File: config.mk
export PLATFORM = sky130hd
export DESIGN_NAME = fetch_queue
export DESIGN_NICKNAME = d
export VERILOG_FILES = /design/src/rtl/fetch_pkg.sv /design/src/rtl/fetch_fifo.sv /design/src/rtl/fetch_queue.sv
export SDC_FILE = /design/constraint.sdc
export NUM_CORES = 1
export LEC_CHECK = 0
export ABC_AREA = 1
export CAP_MARGIN = 20
export CORE_ASPECT_RATIO = 1.4
export CORE_MARGIN = 5
export CORE_UTILIZATION = 50
export DETAILED_ROUTE_END_ITERATION = 7
export PLACE_DENSITY = 0.69
export SYNTH_ARGS = -nofsm -noshare
export SYNTH_HDL_FRONTEND = slang
export SYNTH_SLANG_ARGS = --single-unit
File: constraint.sdc
create_clock -name clock -period 2.24 [get_ports clock]
set_input_delay 0.336 -clock clock [delete_from_list [all_inputs] [get_ports clock]]
set_output_delay 0.336 -clock clock [all_outputs]
set_load 0.01 [all_outputs]
File: src/rtl/fetch_pkg.sv
// Shared types and constants for the instruction prefetch queue.
// Holds the fetch FSM states, PC width, reset PC and the FIFO entry layout.
package fetch_pkg;

  localparam int PC_W = 8;
  localparam logic [PC_W-1:0] RESET_PC_DEFAULT = 8'h00;

  typedef enum logic [1:0] {
    IDLE   = 2'd0,
    FETCH  = 2'd1,
    HALTED = 2'd2
  } state_t;

  typedef struct packed {
    logic [PC_W-1:0] pc;
    logic [PC_W-1:0] instr;
  } entry_t;

  localparam int ENTRY_W = $bits(entry_t);

endpackage

File: src/rtl/fetch_fifo.sv
// Prefetch FIFO of {pc,instr}; push lands one edge later, head is combinational (zero when empty).
// No internal backpressure: the producer guarantees it never pushes into a full queue; flush wins.
module fetch_fifo
  import fetch_pkg::*;
#(
  parameter int DEPTH = 4
) (
  input  logic                       clock,
  input  logic                       reset,
  input  logic                       push,
  input  logic [ENTRY_W-1:0]         push_data,
  input  logic                       pop,
  input  logic                       flush,
  output logic [ENTRY_W-1:0]         head,
  output logic [$clog2(DEPTH):0]     count
);

  localparam int AW = $clog2(DEPTH);

  logic [ENTRY_W-1:0] mem [DEPTH];
  logic [AW-1:0]      wr_ptr;
  logic [AW-1:0]      rd_ptr;

  always_ff @(posedge clock or negedge reset) begin
    if (!reset) begin
      wr_ptr <= '0;
      rd_ptr <= '0;
      count  <= '0;
    end else if (flush) begin
      wr_ptr <= '0;
      rd_ptr <= '0;
      count  <= '0;
    end else begin
      if (push) wr_ptr <= wr_ptr + 1'b1;
      if (pop)  rd_ptr <= rd_ptr + 1'b1;
      case ({push, pop})
        2'b10:   count <= count + 1'b1;
        2'b01:   count <= count - 1'b1;
        default: count <= count;
      endcase
    end
  end

  // Storage needs no reset: count gates every read of it.
  always_ff @(posedge clock) begin
    if (push && !flush) mem[wr_ptr] <= push_data;
  end

  assign head = (count != '0) ? mem[rd_ptr] : '0;

endmodule

File: src/rtl/fetch_queue.sv
// Instruction prefetch queue: issues one read per cycle while slots remain, data enters the FIFO 1 edge after issue.
// Decode backpressure via instr_ready stops issue once occupancy+inflight reaches DEPTH; FETCH_STALL_CNT_EN adds stall_count.
module fetch_queue
  import fetch_pkg::*;
#(
  parameter int              DEPTH    = 4,
  parameter logic [PC_W-1:0] RESET_PC = RESET_PC_DEFAULT
) (
  input  logic            clock,
  input  logic            reset,
  output logic [PC_W-1:0] mem_addr,
  output logic            mem_rd,
  input  logic [PC_W-1:0] mem_q,
  output logic [PC_W-1:0] instr,
  output logic [PC_W-1:0] instr_pc,
  output logic            instr_valid,
  input  logic            instr_ready,
  input  logic            redirect,
  input  logic [PC_W-1:0] redirect_pc,
  input  logic            halt,
  output logic [15:0]     fetch_count
`ifdef FETCH_STALL_CNT_EN
  ,
  output logic [15:0]     stall_count
`endif
);

  localparam int CW = $clog2(DEPTH) + 1;

  state_t          state, state_n;
  logic [PC_W-1:0] pc;
  logic            inflight;
  logic [PC_W-1:0] inflight_pc;
  logic [CW-1:0]   count;
  logic [CW:0]     pending;
  logic            issue;
  logic            push;
  logic            pop;
  entry_t          push_entry;
  entry_t          head_entry;
  logic [ENTRY_W-1:0] head_bits;

  // Reserve a FIFO slot for the in-flight read so a push never meets a full queue.
  assign pending  = {1'b0, count} + {{CW{1'b0}}, inflight};
  assign issue    = (state == FETCH) && !halt && !redirect && (pending < (CW+1)'(DEPTH));
  assign mem_rd   = issue;
  assign mem_addr = pc;

  assign instr_valid = (count != '0);
  assign push        = inflight && !redirect;
  assign pop         = instr_valid && instr_ready && !redirect;

  assign push_entry = '{pc: inflight_pc, instr: mem_q};
  assign head_entry = entry_t'(head_bits);
  assign instr      = head_entry.instr;
  assign instr_pc   = head_entry.pc;

  always_comb begin
    state_n = state;
    case (state)
      IDLE:    state_n = FETCH;
      FETCH:   if (halt) state_n = HALTED;
      HALTED:  if (!halt) state_n = FETCH;
      default: state_n = IDLE;
    endcase
  end

  always_ff @(posedge clock or negedge reset) begin
    if (!reset) begin
      state       <= IDLE;
      pc          <= RESET_PC;
      inflight    <= 1'b0;
      inflight_pc <= '0;
      fetch_count <= '0;
    end else begin
      state    <= state_n;
      inflight <= issue;
      if (issue) inflight_pc <= pc;
      if (redirect)   pc <= redirect_pc;
      else if (issue) pc <= pc + 1'b1;
      if (pop) fetch_count <= fetch_count + 1'b1;
    end
  end

`ifdef FETCH_STALL_CNT_EN
  always_ff @(posedge clock or negedge reset) begin
    if (!reset) begin
      stall_count <= '0;
    end else if (redirect) begin
      stall_count <= '0;
    end else if ((state != IDLE) && !instr_valid && instr_ready && (stall_count != 16'hFFFF)) begin
      stall_count <= stall_count + 1'b1;
    end
  end
`endif

  fetch_fifo #(
    .DEPTH (DEPTH)
  ) u_fifo (
    .clock     (clock),
    .reset     (reset),
    .push      (push),
    .push_data (push_entry),
    .pop       (pop),
    .flush     (redirect),
    .head      (head_bits),
    .count     (count)
  );

endmodule

==> impl_metrics.ini, run 1 <==
[outcome]
status = finished clean

[global_routing]
met3_usage = 0.0391
overflow = 0
top_usage_layer = met2
grt_start_max_net_pins = 22
use_met2 = 0.320
first_global_vias = 3599
grt.total_usage = 0.182
antenna_found_initial = 0
grt_pass1_wl_mm = 16.8
grt_use_met1 = 0.217

[pwr]
p_comb_frac = 0.323
switching_power_mw = 2.19
pwr-share-seq = 0.416
p_int_mw = 4.40
power_leakage_nw = 2.52
p_sw_frac = 0.332
power_mw = 6.59
powerDensity_nw_per_um2 = 1090
peakVddDrop_uv = 459
clkPwrFrac = 0.260

[yosys]
yosysMostFrequentCell = nand2_1
synth_nets = 516
yosysTopAreaCell = edfxtp_1
yosysTopAreaCellShare = 0.403
syn_area_per_cell_sq_um = 9.77
synth_ff_type = edfxtp_1
ys_types = 29
ys_seq_area_frac = 0.623
yosys-top-cells-area = edfxtp_1 (40%), dfrtp_1 (22%), nand2_1 (7.9%)
syn_area_sq_um = 4770
ys_seq_elements = 106
synthArstFlopShare = 0.396
synth_edf_count = 64
synth_commonest_cells = nand2_1 (100), nor2_1 (97), edfxtp_1 (64)
yosys_warnings = 0
synthCells = 488

[placed_design]
dpl_worst_slack_ns = -0.0269
hpwl_mm = 6.91
place_congestion = 0.831
dp.cells = 664
port_buffers = 62

[die]
rows = 42
start_util = 0.507
pin_count = 63
die_x_microns = 92.5
dieHeight_microns = 126
fp.dieArea_sq_um = 11600
core_area_sq_um = 9410

[layout]
final_nets = 596
final_cells = 683
diodes = 0
multi_input_area_sq_um = 1570
regArea_sq_um = 2980
fillers = 759
area_growth_pct = 26.3
drive_above_1_share = 0.105

[clock_tree]
clkSlewWorstSetupHoldPaths_ns = 0.07
h-tree-depth = 3
cts_tree = yes
clk_path_buf_depth = 2
root_buffer = clkbuf_16
cts_buffers = 9
clock-sinks = 106
clk_latency_ns = 0.34

[sta]
slew_headroom = 0.727
rsz0062_at_grt = no
period_minus_slack_ns = 2.09
fin_ws_ns = 0.149
fin_skew_ns = 0.00654
worstMarginPinSlew_ns = 0.409
setup_violations = 0
hold_viol_final = 0
fin_crit_sh = 0.933
slew_viol_final = 0
max_freq_mhz = 478

[routing]
route.detailed.drc = 0
via_count = 3541
first_iter_violations = 158
wl_per_cell_microns = 14.5
ant_nets = 0
wl_mm = 9.92
viasPerCell = 5.18
dr.pass1.iters = 4

[critical_path]
end_kind = output port
critPathKind = flop to output port
cp.required_ns = 1.90
cp_max_fo = 11
crit_arrival_ns = 1.75
worst_setup_path_start_kind = flop

[flow_run]
drv_cap = 0

[hold_path]
hp-class = input port to asynchronous set/reset pin
## area by class of cell
cell class                 instances  area share
inverter                          35      0.0235
clock buffer                       9      0.0374
multi-input combinational        330       0.260
tap                              110      0.0229
timing repair buffer              86       0.144
sequential                       106       0.494
clock inverter                     7      0.0185
## through the flow
step / TNS (ns) / util / hold WS (ns) / cell area (sq um)
2_1_floorplan: 0 / - / 0.0404 / 4770
3_3_place_gp: 0 / 0.598 / 0.292 / 5630
3_5_place_dp: -0.0269 / 0.598 / 0.291 / 5630
4_1_cts: 0 / 0.638 / 0.460 / 6000
5_1_grt: 0 / 0.640 / 0.503 / 6020
6_report: 0 / 0.640 / 0.452 / 6020
## placed cells by master, fill, tap and decap left out, types with 2 or more instances in the layout
cell	instances
nand2_1	100
nor2_1	97
edfxtp_1	64
clkdlybuf4s50_1	45
o21ai_0	42
dfrtp_1	38
inv_1	31
nand3_1	25
a21oi_1	23
buf_4	17
dlygate4sd2_1	11
clkbuf_16	9
o21ai_1	8
xor2_1	6
ha_1	6
buf_12	5
nor2_4	4
dlymetal6s2s_1	4
dfrtp_2	4
clkinv_4	3
xnor2_1	3
nand3b_1	3
nand4_1	3
inv_4	2
or2_2	2
nand2_2	2
inv_6	2
bufinv_16	2
## path summary, 6_finish.rpt
| kind | end | start | depth (start not counted) | slack [ns] |
|---|---|---|---|---|
| worst min-delay path | fetch_count[7] | reset | 2 | 0.45 |
| worst max register to register | u_fifo.count[2] | u_fifo.count[1] | 11 | 0.38 |
| worst max-delay path | instr_pc[3] | u_fifo.rd_ptr[0] | 7 | 0.15 |
| max in group asynchronous | u_fifo.count[1] | reset | 3 | 1.22 |
| min in group clock | u_fifo.mem[1][14] | inflight_pc[6] | 0 | 0.51 |
| worst min register to register | u_fifo.mem[1][14] | inflight_pc[6] | 0 | 0.51 |
## critical path: stages (launching register included)
cell,delay [ns]
dfrtp_2,0.45
buf_8,0.16
buf_4,0.14
nor2_1,0.04
nor2_1,0.09
o21ai_0,0.09
a21oi_1,0.18
clkdlybuf4s15_1,0.26
## logic make-up after synthesis
family,share of synthesized area
AOI/OAI and AO/OA,0.0766
xor gates and xnor gates,0.0165
adders and majority gates,0.0199
buffers and inverters,0.0493
DFF,0.623
and+or+nand+nor,0.214
## power by group through the flow
| stage | clock network, mW | logic [mW] | registers (mW) |
|---|---|---|---|
| 2_1_floorplan | 0 | 1.15 | 2.71 |
| 3_3_place_gp | 0 | 2.15 | 2.75 |
| 3_5_place_dp | 0 | 2.21 | 2.77 |
| 4_1_cts | 1.75 | 2.17 | 2.74 |
| 5_1_grt | 1.85 | 2.35 | 2.80 |
| 6_report | 1.71 | 2.13 | 2.74 |
## per-layer routing
layer,share of wire,vias to the layer above
met1,0.42,1699
met5,0,-
li1,-,1770
met3,0.036,10
met4,0.013,0
met2,0.53,62
## flip-flops by register name, summed over array words and instances (netlist names)
register / count
u_fifo.wr_ptr: 2
u_fifo.mem: 64
state: 2
inflight_pc: 8
mem_addr: 8
u_fifo.rd_ptr: 2
fetch_count: 16
inflight: 1
u_fifo.count: 3
## timing repair
item	CTS	global route
hold endpoints to repair	16	0
hold buffers	1	0
buffers inserted	2	0
setup endpoints to repair	16	5
gates resized for setup	22	9
(Power assumes the default switching activity.)
==> inputs of run 2 (changes only) <==
--- a/config.mk
+++ b/config.mk
@@ -8,9 +8,10 @@
 export ABC_AREA = 1
 export CAP_MARGIN = 20
 export CORE_ASPECT_RATIO = 1.4
-export CORE_MARGIN = 5
+export CORE_MARGIN = 2
 export CORE_UTILIZATION = 50
 export DETAILED_ROUTE_END_ITERATION = 7
+export GPL_ROUTABILITY_DRIVEN = 0
 export PLACE_DENSITY = 0.69
 export SYNTH_ARGS = -nofsm -noshare
 export SYNTH_HDL_FRONTEND = slang
==> run 2 against run 1 <==
Non-clock buffer count decreased by 3; via count decreased by 0.65%; final cell count decreased by 0.44%; routed wire length decreased by 2.3%.
==> impl_metrics.ini, run 2 (synthesized netlist as in run 1, its figures left out) <==
[placed_design]
port_buffers = 62
placed_area_sq_um = 5580
dp.cells = 659
hpwl_mm = 6.52

[outcome]
status = finished clean

[sta]
fin_tns_setup_ns = 0
fin_skew_ns = 0.00820
worstMarginPinSlew_ns = 0.352
slew_viol_final = 0
fin_crit_sh = 0.955
max_freq_mhz = 468
period_minus_slack_ns = 2.14
hold_viol_final = 0
slew_headroom = 0.765
setup_violations = 0
rsz0062_at_grt = no
hold_ws_ns = 0.431

[clock_tree]
clkSlewWorstSetupHoldPaths_ns = 0.07
h-tree-depth = 3
clk_path_buf_depth = 2
cts_tree = yes
clk_latency_ns = 0.35
root_buffer = clkbuf_16
clock-sinks = 106
cts_buffers = 9

[layout]
area_growth_pct = 24.7
reg.largest.list = u_fifo.mem (64), fetch_count (16)
largest_register_ffs = 64
final_cell_area_sq_um = 5950
layout_commonest_cell = nand2_1
final_cell_mix = nand2_1 (100), nor2_1 (97), edfxtp_1 (64), clkdlybuf4s50_1 (45), o21ai_0 (42)
final_nets = 593
diodes = 0
drive_above_1_share = 0.102
final_cells = 680
largest_register = u_fifo.mem

[flow_run]
drv_cap = 0

[pwr]
power_leakage_nw = 2.47
pwr-share-seq = 0.434
p_comb_frac = 0.329
powerDensity_nw_per_um2 = 1060
p_int_mw = 4.16
p_sw_frac = 0.342
peakVddDrop_uv = 611
clkPwrFrac = 0.237
switching_power_mw = 2.17
power_mw = 6.33

[die]
dieHeight_microns = 120
pin_count = 63
core_area_sq_um = 9350
die_x_microns = 86.5
rows = 42
start_util = 0.510
fp.dieArea_sq_um = 10300

[routing]
dr.pass1.iters = 4
wl_mm = 9.68
via_count = 3518
ant_nets = 0
route.detailed.drc = 0
viasPerCell = 5.17
first_iter_violations = 196
wl_per_cell_microns = 14.2

[critical_path]
r2r-end = u_fifo.count[2]
cp_max_fo = 9
critPathKind = flop to output port
cp.required_ns = 1.90
worst_setup_path_start_kind = flop
r2r_setup_slack_ns = 0.38
ff2ff_path_depth = 11
crit_arrival_ns = 1.80
r2r_start = u_fifo.count[1]
end_kind = output port

[global_routing]
antenna_found_initial = 0
grt_pass1_wl_mm = 16.3
grt_start_max_net_pins = 35
first_global_vias = 3550
overflow = 0
grt.total_usage = 0.203

[hold_path]
hp-class = input port to asynchronous set/reset pin
## run 2: cell types whose count changed in the layout (fill, tap and decap cells not counted), sizes merged, moves of 2 or more
cell         previous run  this run
buf                    24        21
bufinv                  2         0
dlygate4sd2            11        13
clkinvlp                0         2
## run 2: worst max-delay path: stages (launching register included)
cell           delay, ns
dfrtp_2             0.47
buf_4               0.16
buf_6               0.13
nor2_1              0.13
nor2_1              0.06
o21ai_0             0.12
a21oi_1             0.10
dlygate4sd2_1       0.29
## run 2: per-stage QoR
step,setup WS (ns),utilization
3_3_place_gp,0.136,0.596
3_5_place_dp,0.0918,0.596
6_report,0.101,0.636
2_1_floorplan,0.498,-
5_1_grt,0.0348,0.636
4_1_cts,0.00120,0.634
## run 2: cell type report
class | count | area [sq um]
Clock buffer | 10 | 239
Clock inverter | 6 | 50.0
Fill cell | 801 | 3410
Inverter | 35 | 145
Multi-Input combinational cell | 330 | 1560
Sequential cell | 106 | 2980
Tap cell | 110 | 138
Timing Repair Buffer | 83 | 836
## run 2: routing by layer
| layer | vias to the layer above | global-route usage | wire, microns |
|---|---|---|---|
| li1 | 1764 | - | - |
| met1 | 1681 | 0.248 | 4140 |
| met2 | 61 | 0.350 | 5060 |
| met3 | 12 | 0.0385 | 307 |
| met4 | 0 | 0.0811 | 175 |
| met5 | - | 0 | 0 |
## run 2: power groups by stage
stage	logic [mW]	registers [mW]	clock network (mW)
after floorplan	1.15	2.71	0
after global placement	2.04	2.75	0
after detailed placement	2.08	2.77	0
after CTS	2.11	2.75	1.53
after global routing	2.33	2.79	1.60
final	2.08	2.74	1.50
## run 2: worst max-delay path by stage
stage / from / endpoint / slack, ns / cells past startpoint
after floorplan: u_fifo.wr_ptr[0] / u_fifo.mem[2][0] / 0.50 / 4
after detailed placement: redirect / u_fifo.count[2] / 0.09 / 11
after global placement: redirect / mem_rd / 0.14 / 6
after CTS: u_fifo.rd_ptr[0] / instr_pc[2] / 0.001 / 6
final: u_fifo.rd_ptr[0] / instr_pc[0] / 0.10 / 7
after global routing: u_fifo.rd_ptr[0] / instr_pc[0] / 0.03 / 7
## run 2: timing repair
action                                  4_1_cts  5_1_grt
gates cloned                                  1        0
setup buffers                                 2        1
hold buffers                                  1        0
endpoints found under the hold margin        14        0
endpoints found under the setup margin       16        3
resized for setup                            26        4
==> inputs of run 3 (changes only) <==
--- a/config.mk
+++ b/config.mk
@@ -9,10 +9,10 @@
 export CAP_MARGIN = 20
 export CORE_ASPECT_RATIO = 1.4
 export CORE_MARGIN = 2
-export CORE_UTILIZATION = 50
+export CORE_UTILIZATION = 30
 export DETAILED_ROUTE_END_ITERATION = 7
 export GPL_ROUTABILITY_DRIVEN = 0
-export PLACE_DENSITY = 0.69
+export PLACE_DENSITY = 0.45
 export SYNTH_ARGS = -nofsm -noshare
 export SYNTH_HDL_FRONTEND = slang
 export SYNTH_SLANG_ARGS = --single-unit
==> run 3 against run 2 <==
Sequential power is essentially flat; die area grew 64%; total power is 4.0% higher; routed wire length grew 14%; worst hold slack worse by 0.37 ns; register-to-register slack worse by 0.11 ns; clock skew grew 0.0017 ns; flip-flop and latch count unchanged; sequential share of layout area down 1.3 points; non-clock buffer count grew 4.
==> impl_metrics.ini, run 3 (synthesized netlist as in run 1, its figures left out) <==
[critical_path]
path_delay_family = buffers and inverters
max_stage_delay_ns = 0.54
critPathKind = flop to output port
cp_max_fo = 18
end_kind = output port
cp.required_ns = 1.90
crit_arrival_ns = 1.83
crit_path_cell_trace = inv_2 > buf_6 > o21ai_0 > a21oi_1 > clkdlybuf4s50_1
cp_slowest_cell = clkdlybuf4s50_1
worst_setup_path_start_kind = flop
path_buf_inv = 3

[sta]
period_minus_slack_ns = 2.16
fin_skew_ns = 0.00987
fin_crit_sh = 0.966
slew_headroom = 0.619
hold_viol_final = 0
slew_viol_final = 0
fin_tns_setup_ns = 0
worstMarginPinSlew_ns = 0.571
hold_ws_ns = 0.0591
setup_violations = 0
rsz0062_at_grt = no
max_freq_mhz = 462

[pwr]
pwr-share-seq = 0.413
p_comb_frac = 0.336
powerDensity_nw_per_um2 = 1080
switching_power_mw = 2.17
p_sw_frac = 0.330
power_leakage_nw = 2.55
peakVddDrop_uv = 473
p_int_mw = 4.40
clkPwrFrac = 0.251

[layout]
largest_register_ffs = 64
drive_above_1_share = 0.0977
multi_input_area_sq_um = 1560
final_core_util = 0.393
final_cell_area_sq_um = 6100
final_cell_mix = nand2_1 (100), nor2_1 (97), edfxtp_1 (64), clkdlybuf4s50_1 (46), o21ai_0 (42)
fillers = 1561
layout_commonest_cell = nand2_1
diodes = 0
largest_register = u_fifo.mem
reg.largest.list = u_fifo.mem (64), fetch_count (16)
final_nets = 597
area_growth_pct = 28.0
regArea_sq_um = 2970

[hold_path]
hp-class = input port to asynchronous set/reset pin

[placed_design]
placed_area_sq_um = 5720
port_buffers = 62
hpwl_mm = 7.46

[clock_tree]
cts_buffers = 9
h-tree-depth = 3
clk_path_buf_depth = 2
root_buffer = clkbuf_16
clk_latency_ns = 0.34
clock-sinks = 106
clkSlewWorstSetupHoldPaths_ns = 0.07
hold_buffers = 0
cts_tree = yes

[routing]
ant_nets = 0
viasPerCell = 4.56
route.detailed.drc = 0
via_count = 3505
dr.pass1.iters = 6
first_iter_violations = 178
wl_mm = 11.0
wl_per_cell_microns = 14.3

[global_routing]
first_global_vias = 3547
antenna_found_initial = 0
grt_start_max_net_pins = 43
overflow = 0
grt.total_usage = 0.136
grt_pass1_wl_mm = 18.4

[die]
fp.dieArea_sq_um = 16900
core_area_sq_um = 15500
start_util = 0.307
die_x_microns = 111
dieHeight_microns = 153
rows = 54
pin_count = 63

[outcome]
status = finished clean

[flow_run]
drv_cap = 0
run 3: changes by cell type in the layout (fill, tap and decap cells not counted), moves of 2 or more:
cell | previous run | this run
bufinv_16 | 0 | 2
dlygate4sd2_1 | 13 | 7
buf_4 | 12 | 18
dfrtp_2 | 4 | 1
dfrtp_1 | 38 | 41
dlymetal6s2s_1 | 3 | 8
inv_2 | 1 | 3
clkinv_4 | 3 | 0
clkinv_1 | 0 | 3
run 3: worst reg2reg max path, stage by stage, from the launching register on:
cell	delay, ns
dfrtp_1	0.39
nor2_2	0.17
nand2_4	0.08
buf_4	0.16
nand3_1	0.12
inv_1	0.07
fa_1	0.39
xnor2_1	0.19
inv_1	0.07
nand2_1	0.07
nand2_1	0.05
nand3_1	0.06
nand2_1	0.05
run 3: area by class of cell:
type / instances / share of cell area
well taps: 196 / 0.0402
clock buffers: 9 / 0.0369
clock inverters: 6 / 0.0131
flip-flops and latches: 106 / 0.487
inverters: 35 / 0.0226
repair buffers: 87 / 0.144
multi-input cells: 330 / 0.256
run 3: path summary, 6_finish.rpt:
| check | cells past startpoint | slack [ns] | end | start |
|---|---|---|---|---|
| setup / recovery | 5 | 0.08 | instr[7] | u_fifo.rd_ptr[0] |
| setup reg to reg | 12 | 0.27 | u_fifo.count[2] | u_fifo.count[1] |
| min in group clock | 1 | 0.52 | state[0] | state[0] |
| hold / removal | 2 | 0.06 | mem_addr[6] | reset |
| hold reg to reg | 1 | 0.52 | state[0] | state[0] |
| max in group asynchronous | 2 | 1.74 | u_fifo.rd_ptr[0] | reset |
run 3: what timing repair did:
action,4_1_cts,5_1_grt
gates resized for setup,12,9
buffers inserted,5,1
endpoints found under the setup margin,16,9
pin swaps,0,0
run 3: per-stage QoR:
step                cells  worst slack, ns  power, mW
CTS                   768          0.00804       6.69
finish                769           0.0752       6.58
global placement      748           0.0709       4.93
detailed placement    748          -0.0322       4.98
global route          769         0.000650       7.03
floorplan             488            0.498       3.86
run 3: per-layer routing:
metal  GRT usage  part of all wire
met4      0.0458             0.012
met2       0.244              0.52
met5           0                 0
met1       0.165              0.44
met3      0.0214             0.026
run 3: power groups by stage:
stage	sequential [mW]	combinational, mW	clock [mW]
after CTS	2.72	2.26	1.70
after detailed placement	2.77	2.21	0
after global placement	2.76	2.17	0
final	2.72	2.21	1.65
after floorplan	2.71	1.15	0
after global routing	2.78	2.47	1.78
